## src/rtl/led_pkg.sv

```systemverilog
// ----------------------------------------------------------------------------
// led_pkg : shared types and constants for the LED sweep controller
// Revision: 1.0 - initial release
// ----------------------------------------------------------------------------
`default_nettype none

package led_pkg;

  localparam int LED_W = 16;

  typedef enum logic [1:0] {
    MODE_BOUNCE     = 2'd0,
    MODE_WRAP_LEFT  = 2'd1,
    MODE_WRAP_RIGHT = 2'd2
  } mode_t;

  typedef enum logic [1:0] {
    ST_IDLE  = 2'd0,
    ST_RUN_L = 2'd1,
    ST_RUN_R = 2'd2,
    ST_DWELL = 2'd3
  } sweep_state_t;

  function automatic mode_t next_mode(input mode_t m);
    case (m)
      MODE_BOUNCE:    return MODE_WRAP_LEFT;
      MODE_WRAP_LEFT: return MODE_WRAP_RIGHT;
      default:        return MODE_BOUNCE;
    endcase
  endfunction

endpackage

`default_nettype wire

```

## src/rtl/tick_gen.sv

```systemverilog
// ----------------------------------------------------------------------------
// tick_gen : one-cycle tick every CLK_FREQ/RATE_HZ cycles while enabled
// Revision: 1.0 - initial release
// ----------------------------------------------------------------------------
`default_nettype none

module tick_gen #(
  parameter int unsigned CLK_FREQ = 100_000_000,
  parameter int unsigned RATE_HZ  = 8
) (
  input  logic clk,
  input  logic reset_n,
  input  logic en,
  output logic tick
);

  localparam int unsigned c_TERM  = CLK_FREQ / RATE_HZ;
  localparam int unsigned c_CNT_W = (c_TERM > 1) ? $clog2(c_TERM) : 1;
  localparam logic [c_CNT_W-1:0] c_LAST = c_CNT_W'(c_TERM - 1);

  logic [c_CNT_W-1:0] r_cnt;
  logic               w_at_last;

  assign w_at_last = (r_cnt == c_LAST);
  assign tick      = en && w_at_last;

  // Disabled means cleared, so every enable starts a full period.
  always_ff @(posedge clk or negedge reset_n) begin
    if (!reset_n) begin
      r_cnt <= '0;
    end else if (!en || w_at_last) begin
      r_cnt <= '0;
    end else begin
      r_cnt <= r_cnt + 1'b1;
    end
  end

endmodule

`default_nettype wire

```

## src/rtl/led_sweep_ctrl.sv

```systemverilog
// ----------------------------------------------------------------------------
// led_sweep_ctrl : single-LED sweep with bounce and wrap modes
// Revision: 1.0 - initial release
// ----------------------------------------------------------------------------
`default_nettype none

module led_sweep_ctrl
  import led_pkg::*;
#(
  parameter int unsigned CLK_FREQ    = 100_000_000,
  parameter int unsigned STEP_HZ     = 8,
  parameter int unsigned DWELL_STEPS = 4
) (
  input  logic             clk,
  input  logic             reset_n,
  input  logic             start_pls,
  input  logic             stop_pls,
  input  logic             mode_pls,
  output logic [1:0]       mode,
  output logic [3:0]       pos,
  output logic [LED_W-1:0] led,
  output logic             busy,
  output logic             end_hit
);

  localparam logic [3:0] c_POS_MAX  = 4'(LED_W - 1);
  localparam logic [3:0] c_DWELL_LAST = 4'(DWELL_STEPS - 1);

  sweep_state_t r_state, w_state_nxt;
  mode_t        r_mode,  w_mode_nxt;
  logic [3:0]   r_pos,   w_pos_nxt;
  logic [3:0]   r_dwell_cnt, w_dwell_nxt;
  logic         r_ret_r, w_ret_r_nxt;
  logic         r_end_hit, w_end_hit_nxt;
  logic         w_tick;
  logic         w_busy;

  assign w_busy = (r_state != ST_IDLE);

  tick_gen #(
    .CLK_FREQ (CLK_FREQ),
    .RATE_HZ  (STEP_HZ)
  ) u_tick_gen (
    .clk     (clk),
    .reset_n (reset_n),
    .en      (w_busy),
    .tick    (w_tick)
  );

  always_comb begin
    w_state_nxt   = r_state;
    w_mode_nxt    = r_mode;
    w_pos_nxt     = r_pos;
    w_dwell_nxt   = r_dwell_cnt;
    w_ret_r_nxt   = r_ret_r;
    w_end_hit_nxt = 1'b0;

    if (r_state == ST_IDLE && mode_pls) begin
      w_mode_nxt = next_mode(r_mode);
    end

    if (stop_pls) begin
      w_state_nxt = ST_IDLE;
      w_dwell_nxt = '0;
    end else begin
      case (r_state)
        ST_IDLE: begin
          // Direction follows the mode in force before any same-cycle mode_pls.
          if (start_pls) begin
            w_state_nxt = (r_mode == MODE_WRAP_RIGHT) ? ST_RUN_R : ST_RUN_L;
          end
        end
        ST_RUN_L: begin
          if (w_tick) begin
            if (r_pos != c_POS_MAX) begin
              w_pos_nxt = r_pos + 4'd1;
            end else if (r_mode == MODE_BOUNCE) begin
              w_state_nxt   = ST_DWELL;
              w_ret_r_nxt   = 1'b1;
              w_dwell_nxt   = '0;
              w_end_hit_nxt = 1'b1;
            end else begin
              w_pos_nxt = '0;
            end
          end
        end
        ST_RUN_R: begin
          if (w_tick) begin
            if (r_pos != 4'd0) begin
              w_pos_nxt = r_pos - 4'd1;
            end else if (r_mode == MODE_BOUNCE) begin
              w_state_nxt   = ST_DWELL;
              w_ret_r_nxt   = 1'b0;
              w_dwell_nxt   = '0;
              w_end_hit_nxt = 1'b1;
            end else begin
              w_pos_nxt = c_POS_MAX;
            end
          end
        end
        ST_DWELL: begin
          if (w_tick) begin
            if (r_dwell_cnt == c_DWELL_LAST) begin
              w_state_nxt = r_ret_r ? ST_RUN_R : ST_RUN_L;
              w_dwell_nxt = '0;
            end else begin
              w_dwell_nxt = r_dwell_cnt + 4'd1;
            end
          end
        end
        default: begin
          w_state_nxt = ST_IDLE;
        end
      endcase
    end
  end

  always_ff @(posedge clk or negedge reset_n) begin
    if (!reset_n) begin
      r_state     <= ST_IDLE;
      r_mode      <= MODE_BOUNCE;
      r_pos       <= '0;
      r_dwell_cnt <= '0;
      r_ret_r     <= 1'b0;
      r_end_hit   <= 1'b0;
    end else begin
      r_state     <= w_state_nxt;
      r_mode      <= w_mode_nxt;
      r_pos       <= w_pos_nxt;
      r_dwell_cnt <= w_dwell_nxt;
      r_ret_r     <= w_ret_r_nxt;
      r_end_hit   <= w_end_hit_nxt;
    end
  end

  assign mode    = r_mode;
  assign pos     = r_pos;
  assign led     = {{(LED_W-1){1'b0}}, 1'b1} << r_pos;
  assign busy    = w_busy;
  assign end_hit = r_end_hit;

endmodule

`default_nettype wire

```

## config.mk

```make
export PLATFORM = sky130hd
export DESIGN_NAME = led_sweep_ctrl
export DESIGN_NICKNAME = d
export VERILOG_FILES = /design/src/rtl/led_pkg.sv /design/src/rtl/tick_gen.sv /design/src/rtl/led_sweep_ctrl.sv
export SDC_FILE = /design/constraint.sdc
export NUM_CORES = 1
export LEC_CHECK = 0
export ABC_AREA = 1
export BUFFER_PORTS_ARGS = -buffer_cell sky130_fd_sc_hd__buf_2
export CAP_MARGIN = 20
export CORE_ASPECT_RATIO = 0.5
export CORE_MARGIN = 4
export CORE_UTILIZATION = 45
export DETAILED_ROUTE_END_ITERATION = 12
export PLACE_DENSITY_LB_ADDON = 0.15
export SLEW_MARGIN = 20
export SYNTH_ARGS = -nofsm -noshare
export SYNTH_HDL_FRONTEND = slang
export SYNTH_SLANG_ARGS = --single-unit
```

## constraint.sdc

```tcl
create_clock -name clk -period 2.95 [get_ports clk]
set_clock_uncertainty 0.1 [all_clocks]
set_input_delay 0.295 -clock clk [delete_from_list [all_inputs] [get_ports clk]]
set_output_delay 0.295 -clock clk [all_outputs]
set_load 0.02 [all_outputs]
```

==> results_tabular.tex, run 1 <==
\begin{tabular}{lr}
\hline
Metric & Value \\
\hline
\multicolumn{2}{l}{\textbf{Final layout}} \\
\quad Filler instances & 542 \\
\quad Share of cells above drive strength 1 & 15.3\% \\
\quad Area added between synthesis and finish & 15.8\% \\
\quad Multi-input gate area & 1400 um2 \\
\quad Register area & 951 um2 \\
\quad N\_diodes & 0 \\
\quad Number of nets in the layout & 404 \\
\multicolumn{2}{l}{\textbf{Floorplan}} \\
\quad Starting utilization of the core area & 46.7\% \\
\quad Core area & 5490 um2 \\
\quad Number of placement rows & 19 \\
\quad \# IOs & 29 \\
\quad Floorplan die width & 115 um \\
\quad Overall die area & 7040 um2 \\
\quad Die height & 61.4 um \\
\multicolumn{2}{l}{\textbf{Timing}} \\
\quad Final Hold Violating Endpoints & 0 \\
\quad RSZ-0062 raised after global routing & no \\
\quad Final count of pins violating max slew & 0 \\
\quad Fmax & 455 MHz \\
\quad Number of setup violations in the final report & 0 \\
\quad Post-route clock period utilization & 74.5\% \\
\quad Slew at the pin closest to its max-slew limit & 849 ps \\
\quad Clock period minus final worst setup slack & 2200 ps \\
\quad Post-Route Setup TNS & 0 ps \\
\quad Relative slew slack & 43.4\% \\
\multicolumn{2}{l}{\textbf{Global routing}} \\
\quad Pin count of the biggest net entering global routing & 39 \\
\quad Wire length of the first global-routing pass & 9510 um \\
\quad Most crowded layer after global routing & met2 \\
\quad M1 GR Usage & 20.0\% \\
\quad Vias in the first global route & 2191 \\
\quad GR Overflow Total & 0 \\
\quad Number of antenna violations at the first check in global routing & 0 \\
\quad Global routing usage on met2 & 31.6\% \\
\quad GRT Resource Usage Total & 17.1\% \\
\quad GR Layer Usage met3 & 4.22\% \\
\multicolumn{2}{l}{\textbf{Worst setup path}} \\
\quad Path depth of the worst reg2reg path & 9 \\
\quad Setup Crit Path Kind & flip-flop to output pin \\
\quad Critical path data required time & 2560 ps \\
\quad Biggest fanout along the worst timing path & 13 \\
\quad Worst R2R End & r\_dwell\_cnt[2] \\
\quad Start of the worst register-to-register path & pos[0] \\
\quad Worst setup EP type & output pin \\
\quad Startpoint class of the critical path & flip-flop \\
\quad Register-to-register setup slack & 920 ps \\
\quad Critical Path AT & 1800 ps \\
\multicolumn{2}{l}{\textbf{Synth}} \\
\quad Per-instance average area after synthesis & 7.22 um2 \\
\quad Most instantiated flip-flop cell in the synthesis netlist & sky130\_fd\_sc\_hd\_\_dfrtp\_1 \\
\quad Gate count after technology mapping & 355 \\
\quad Synth top area cells & sky130\_fd\_sc\_hd\_\_dfrtp\_1 (37\%), sky130\_fd\_sc\_hd\_\_nand2\_1 (11\%), sky130\_fd\_sc\_hd\_\_nor2\_1 (8.6\%), sky130\_fd\_sc\_hd\_\_ha\_1 (6.8\%), sky130\_fd\_sc\_hd\_\_inv\_1 (6.1\%) \\
\quad Post-synthesis register bit count & 38 \\
\quad Ranking of synthesized cells by instance count & sky130\_fd\_sc\_hd\_\_nand2\_1 (73), sky130\_fd\_sc\_hd\_\_nor2\_1 (59), sky130\_fd\_sc\_hd\_\_inv\_1 (42) \\
\quad Synth top area share & 37.1\% \\
\quad EDFF count, synth & 0 \\
\quad Number of warnings reported in the yosys synthesis log & 0 \\
\quad Cell accounting for the most synthesized area & sky130\_fd\_sc\_hd\_\_dfrtp\_1 \\
\quad Number of distinct library cell variants in the gate-level netlist after synthesis & 32 \\
\quad Total nets after synthesis & 374 \\
\quad Area of the mapped netlist & 2560 um2 \\
\quad Cell with the most instances after synthesis & sky130\_fd\_sc\_hd\_\_nand2\_1 \\
\quad Register area share after synthesis & 37.1\% \\
\quad FFs w/ async S/R, synth & 100\% \\
\multicolumn{2}{l}{\textbf{Clocking}} \\
\quad Num Clock Sinks & 38 \\
\quad TritonCTS buffer count & 5 \\
\quad Clk pin slew, worst setup/hold paths & 60 ps \\
\quad Max H-tree Level & 2 \\
\quad Buffers from clock root to sink, at most & 2 \\
\quad Worst skew pair latency & 280 ps \\
\quad CTS Hold Bufs & 0 \\
\quad Setup bufs post-CTS & 0 \\
\quad Cell chosen for the clock root & sky130\_fd\_sc\_hd\_\_clkbuf\_16 \\
\quad Clock tree from TritonCTS & yes \\
\quad Number of resized instances in the post-cts repair step & 0 \\
\multicolumn{2}{l}{\textbf{Power}} \\
\quad Leakage & 1.43 nW \\
\quad Switching power total & 0.000571 W \\
\quad Share of power burned in combinational logic & 26.4\% \\
\quad Pwr Density & 602 nW/um2 \\
\quad Largest voltage drop on the vdd net & 0.295 mV \\
\quad Final Power & 0.00179 W \\
\quad Clock network power share & 40.4\% \\
\quad Sequential share of power & 33.2\% \\
\quad Fraction of power spent switching nets & 32.0\% \\
\quad Internal power component & 0.00121 W \\
\multicolumn{2}{l}{\textbf{Detailed routing}} \\
\quad Detailed Route WL & 5660 um \\
\quad Via density per instance & 5.21 \\
\quad Detailed-router iteration count before antenna repair & 4 \\
\quad Remaining routing DRC violations & 0 \\
\quad Vias & 2392 \\
\quad Starting DRC count in detailed routing & 139 \\
\quad Post-DRT Antenna Nets & 0 \\
\quad Wirelength per Cell & 12.3 um \\
\multicolumn{2}{l}{\textbf{Place}} \\
\quad Detailed placement HPWL & 4230 um \\
\quad Port Buf Inserts & 28 \\
\quad Global placement routability congestion & 0.908 \\
\multicolumn{2}{l}{\textbf{Run status}} \\
\quad Outcome & finished clean \\
\multicolumn{2}{l}{\textbf{Job}} \\
\quad Max-cap violation count & 0 \\
\multicolumn{2}{l}{\textbf{Min path}} \\
\quad Hold Crit Class & primary input to async pin \\
\hline
\end{tabular}
[kinds of logic (layout without fill, tap and decap cells)]
group,count (synthesis),count (layout),share of synthesized area [%]
xor+xnor,10,10,3.42
fa+ha+maj,14,14,6.83
compound gates,42,42,9.47
buf+inv,53,84,8.20
simple gates,198,198,35.0
flops,38,38,37.1
[stage by stage]
| stage | area (um2) | setup WS, ps | cells | hold WS, ps | utilization [%] |
|---|---|---|---|---|---|
| floorplan | 2560 | 873 | 355 | -101 | - |
| global placement | 2770 | 1070 | 451 | 341 | 50.4 |
| detailed placement | 2770 | 936 | 451 | 353 | 50.4 |
| CTS | 2970 | 743 | 459 | 55.0 | 54.0 |
| global route | 2970 | 547 | 459 | 98.2 | 54.0 |
| finish | 2970 | 752 | 459 | 15.3 | 54.0 |
[final cells by class]
type                       count  share of cell area, %
timing repair buffer          29                   4.97
inverter                      47                   5.94
multi-input combinational    264                   47.3
tap                           73                   3.08
clock inverter                 2                   2.02
clock buffer                   6                   4.68
sequential                    38                   32.0
[cell usage in the layout (no fill, tap or decap), types with 12 or more instances in the layout]
master | Yosys | layout
sky130_fd_sc_hd__inv_1 | 42 | 42
sky130_fd_sc_hd__o21ai_0 | 12 | 12
sky130_fd_sc_hd__nand3_1 | 22 | 22
sky130_fd_sc_hd__dfrtp_1 | 38 | 38
sky130_fd_sc_hd__buf_2 | 3 | 28
sky130_fd_sc_hd__nor3_1 | 19 | 19
sky130_fd_sc_hd__nor2_1 | 59 | 59
sky130_fd_sc_hd__ha_1 | 14 | 14
sky130_fd_sc_hd__a21oi_1 | 23 | 23
sky130_fd_sc_hd__nand2_1 | 73 | 73
[power groups by stage]
stage | logic (W) | registers [W] | clock network, W
floorplan | 0.000343 | 0.000613 | 0
finish | 0.000472 | 0.000593 | 0.000721
CTS | 0.000475 | 0.000593 | 0.000730
global route | 0.000541 | 0.000598 | 0.000753
global placement | 0.000463 | 0.000600 | 0
detailed placement | 0.000475 | 0.000602 | 0
[critical path: stages, from the launching register on]
cell and delay [ps]:
sky130_fd_sc_hd__dfrtp_1 610, sky130_fd_sc_hd__clkinv_1 350, sky130_fd_sc_hd__ha_1 310, sky130_fd_sc_hd__inv_1 50, sky130_fd_sc_hd__nor2_1 30, sky130_fd_sc_hd__buf_2 170
[worst max-delay path by stage]
| stage | start | endpoint | slack [ps] | cells after the start |
|---|---|---|---|---|
| detailed placement | pos[0] | r_dwell_cnt[2] | 940 | 9 |
| global placement | pos[0] | r_dwell_cnt[2] | 1070 | 9 |
| CTS | pos[2] | led[3] | 740 | 5 |
| finish | pos[2] | led[3] | 750 | 5 |
| global route | pos[2] | led[3] | 550 | 5 |
| floorplan | pos[0] | r_dwell_cnt[2] | 870 | 9 |
[layer usage]
layer	part of all wire (%)	wire [um]	vias to the layer above
li1	-	-	1202
met5	0	0	-
met3	5.7	321	9
met4	1.3	75	0
met2	48	2710	58
met1	45	2550	1123
[registers in the layout (all words and copies together), names as in the netlist]
name,flops
r_state,2
end_hit,1
mode,2
pos,4
r_ret_r,1
u_tick_gen.r_cnt,24
r_dwell_cnt,4
No activity file was read; power rests on OpenSTA's default activity.
==> run 2, diff against run 1 <==
- clock period: 2.95 -> 2.2 ns (I/O delays scaled with it)
==> results_tabular.tex, run 2 (synthesis results as in run 1) <==
\begin{tabular}{lr}
\hline
Metric & Value \\
\hline
\multicolumn{2}{l}{\textbf{Run status}} \\
\quad Outcome & finished clean \\
\multicolumn{2}{l}{\textbf{Place}} \\
\quad Detailed placement HPWL & 4210 um (-0.53\%) \\
\quad Placement Cell Area & 2780 um2 (+0.54\%) \\
\quad Global placement routability congestion & 0.916 (+0.91\%) \\
\quad Port Buf Inserts & 28 (unchanged) \\
\multicolumn{2}{l}{\textbf{Floorplan}} \\
\quad Die height & 61.4 um (unchanged) \\
\quad Starting utilization of the core area & 46.7\% (unchanged) \\
\quad \# IOs & 29 (unchanged) \\
\quad Overall die area & 7040 um2 (unchanged) \\
\quad Floorplan die width & 115 um (unchanged) \\
\quad Core area & 5490 um2 (unchanged) \\
\quad Number of placement rows & 19 (unchanged) \\
\multicolumn{2}{l}{\textbf{Detailed routing}} \\
\quad Detailed Route WL & 5620 um (-0.64\%) \\
\quad Remaining routing DRC violations & 0 (unchanged) \\
\quad Via density per instance & 5.04 (-3.3\%) \\
\quad Vias & 2328 (-2.7\%) \\
\quad Post-DRT Antenna Nets & 0 (unchanged) \\
\quad Wirelength per Cell & 12.2 um (-1.3\%) \\
\quad Detailed-router iteration count before antenna repair & 4 (unchanged) \\
\quad Starting DRC count in detailed routing & 109 (-22\%) \\
\multicolumn{2}{l}{\textbf{Final layout}} \\
\quad Commonest non-fill, non-tap cells in the layout & sky130\_fd\_sc\_hd\_\_nand2\_1 (73), sky130\_fd\_sc\_hd\_\_nor2\_1 (59), sky130\_fd\_sc\_hd\_\_inv\_1 (42), sky130\_fd\_sc\_hd\_\_dfrtp\_1 (38), sky130\_fd\_sc\_hd\_\_buf\_2 (28) \\
\quad Utilization of the core after routing & 53.6\% (-0.48 points) \\
\quad Share of cells above drive strength 1 & 15.4\% (+0.14 points) \\
\quad N\_diodes & 0 (unchanged) \\
\quad Most common library cell in the layout ignoring fill and taps & sky130\_fd\_sc\_hd\_\_nand2\_1 \\
\quad Register with the most flip-flops & u\_tick\_gen.r\_cnt \\
\quad Number of nets in the layout & 407 (+0.74\%) \\
\quad Design Area, Final & 2940 um2 (-0.89\%) \\
\quad Flip-flop count of the largest register, all copies and words added & 24 (unchanged) \\
\quad Area added between synthesis and finish & 14.7\% \\
\multicolumn{2}{l}{\textbf{Worst setup path}} \\
\quad Max stage delay on crit path & 440 ps (-170 ps) \\
\quad Critical path data required time & 1880 ps (-680 ps) \\
\quad Setup Crit Path Kind & flip-flop to output pin \\
\quad Path depth of the worst reg2reg path & 9 (unchanged) \\
\quad Startpoint class of the critical path & flip-flop \\
\quad Cell breakdown of the critical path & inv\_1, ha\_1, inv\_1, nor3\_2, buf\_2 \\
\quad Biggest fanout along the worst timing path & 7 (-6) \\
\quad Cell type of the slowest stage on the worst timing path & sky130\_fd\_sc\_hd\_\_dfrtp\_1 \\
\quad Critical Path AT & 1690 ps (-110 ps) \\
\quad Critical path's most frequent cell & sky130\_fd\_sc\_hd\_\_inv\_1 \\
\quad Worst setup EP type & output pin \\
\multicolumn{2}{l}{\textbf{Timing}} \\
\quad Clock period minus final worst setup slack & 2010 ps \\
\quad Relative slew slack & 42.1\% (-1.3 points) \\
\quad Number of setup violations in the final report & 0 (unchanged) \\
\quad Slew at the pin closest to its max-slew limit & 869 ps (+20.2 ps) \\
\quad RSZ-0062 raised after global routing & yes \\
\quad Final Hold Violating Endpoints & 0 (unchanged) \\
\quad Fmax & 498 MHz \\
\quad Post-Route Setup TNS & 0 ps (unchanged) \\
\quad Post-route clock period utilization & 91.3\% \\
\quad Final count of pins violating max slew & 0 (unchanged) \\
\multicolumn{2}{l}{\textbf{Clocking}} \\
\quad Num Clock Sinks & 38 (unchanged) \\
\quad Cell chosen for the clock root & sky130\_fd\_sc\_hd\_\_clkbuf\_16 \\
\quad Max H-tree Level & 2 (unchanged) \\
\quad Worst skew pair latency & 280 ps (about the same) \\
\quad Number of resized instances in the post-cts repair step & 0 (unchanged) \\
\quad Clk pin slew, worst setup/hold paths & 60 ps (about the same) \\
\quad TritonCTS buffer count & 5 (unchanged) \\
\quad Buffers from clock root to sink, at most & 2 (unchanged) \\
\quad Clock tree from TritonCTS & yes \\
\multicolumn{2}{l}{\textbf{Power}} \\
\quad Fraction of power spent switching nets & 35.0\% (+3.0 points) \\
\quad Internal power component & 0.00140 W (+16\%) \\
\quad Largest voltage drop on the vdd net & 0.378 mV (+28\%) \\
\quad Share of power burned in combinational logic & 29.6\% (+3.2 points) \\
\quad Sequential share of power & 36.9\% (+3.7 points) \\
\quad Leakage & 1.42 nW (-0.67\%) \\
\quad Switching power total & 0.000754 W (+32\%) \\
\quad Pwr Density & 733 nW/um2 (+22\%) \\
\quad Clock network power share & 33.4\% (-7.0 points) \\
\multicolumn{2}{l}{\textbf{Global routing}} \\
\quad GR Overflow Total & 0 (unchanged) \\
\quad GRT Resource Usage Total & 17.4\% (+0.25 points) \\
\quad Pin count of the biggest net entering global routing & 39 (unchanged) \\
\quad Wire length of the first global-routing pass & 9700 um (+2.0\%) \\
\quad Number of antenna violations at the first check in global routing & 0 (unchanged) \\
\quad Vias in the first global route & 2182 (-0.41\%) \\
\multicolumn{2}{l}{\textbf{Min path}} \\
\quad Hold Crit Class & primary input to flip-flop \\
\quad Worst hold path stage count & 3 \\
\multicolumn{2}{l}{\textbf{Job}} \\
\quad Max-cap violation count & 0 (unchanged) \\
\hline
\end{tabular}
## run 2: final timing paths
check                      slack [ps]                   to                 from
max reg2reg                       240       r_dwell_cnt[0]               pos[0]
max in group asynchronous         940  u_tick_gen.r_cnt[8]              reset_n
min                               150              mode[1]             mode_pls
min in group asynchronous         520       r_dwell_cnt[0]              reset_n
max                               190               led[0]               pos[0]
min reg2reg                       370  u_tick_gen.r_cnt[0]  u_tick_gen.r_cnt[0]
## run 2: final cells by class
cell class / count / area (um2)
Tap cell: 73 / 91.3
Timing Repair Buffer: 32 / 173
Clock buffer: 7 / 143
Fill cell: 558 / 2550
Inverter: 47 / 176
Sequential cell: 38 / 951
Clock inverter: 1 / 5.00
Multi-Input combinational cell: 264 / 1400
## run 2: critical path, delay by kind of cell, from the launching register on
family        cells  cell delay, ps
fa+ha+maj         1             180
buf+inv           3             510
flops             1             440
simple gates      1             280
## run 2: power groups by stage
stage	registers (W)	clock network [W]	logic, W
after floorplan	0.000821	0	0.000460
after global placement	0.000804	0	0.000625
after detailed placement	0.000809	0	0.000636
after CTS	0.000797	0.000747	0.000641
after global routing	0.000806	0.000774	0.000730
final	0.000797	0.000721	0.000639
## run 2: stage by stage
| stage | setup slack, ps | total power, W | instances | hold slack (ps) |
|---|---|---|---|---|
| after CTS | 180 | 0.00218 | 462 | 145 |
| after global placement | 319 | 0.00143 | 453 | 264 |
| after floorplan | 123 | 0.00128 | 355 | -176 |
| final | 190 | 0.00216 | 462 | 150 |
| after global routing | -10.5 | 0.00231 | 462 | 179 |
| after detailed placement | 249 | 0.00145 | 453 | 281 |
## run 2: timing repair
action | 4_1_cts | 5_1_grt
hold endpoints to repair | 38 | 0
hold buffers | 1 | 0
setup buffers | 0 | 0
endpoints found under the setup margin | 0 | 2
## run 2: metal layers
metal,track usage [%],routed length [um],vias to the layer above
met5,0,0,-
li1,-,-,1201
met3,4.12,267,7
met4,5.02,59,0
met1,20.6,2600,1077
met2,32.3,2700,43
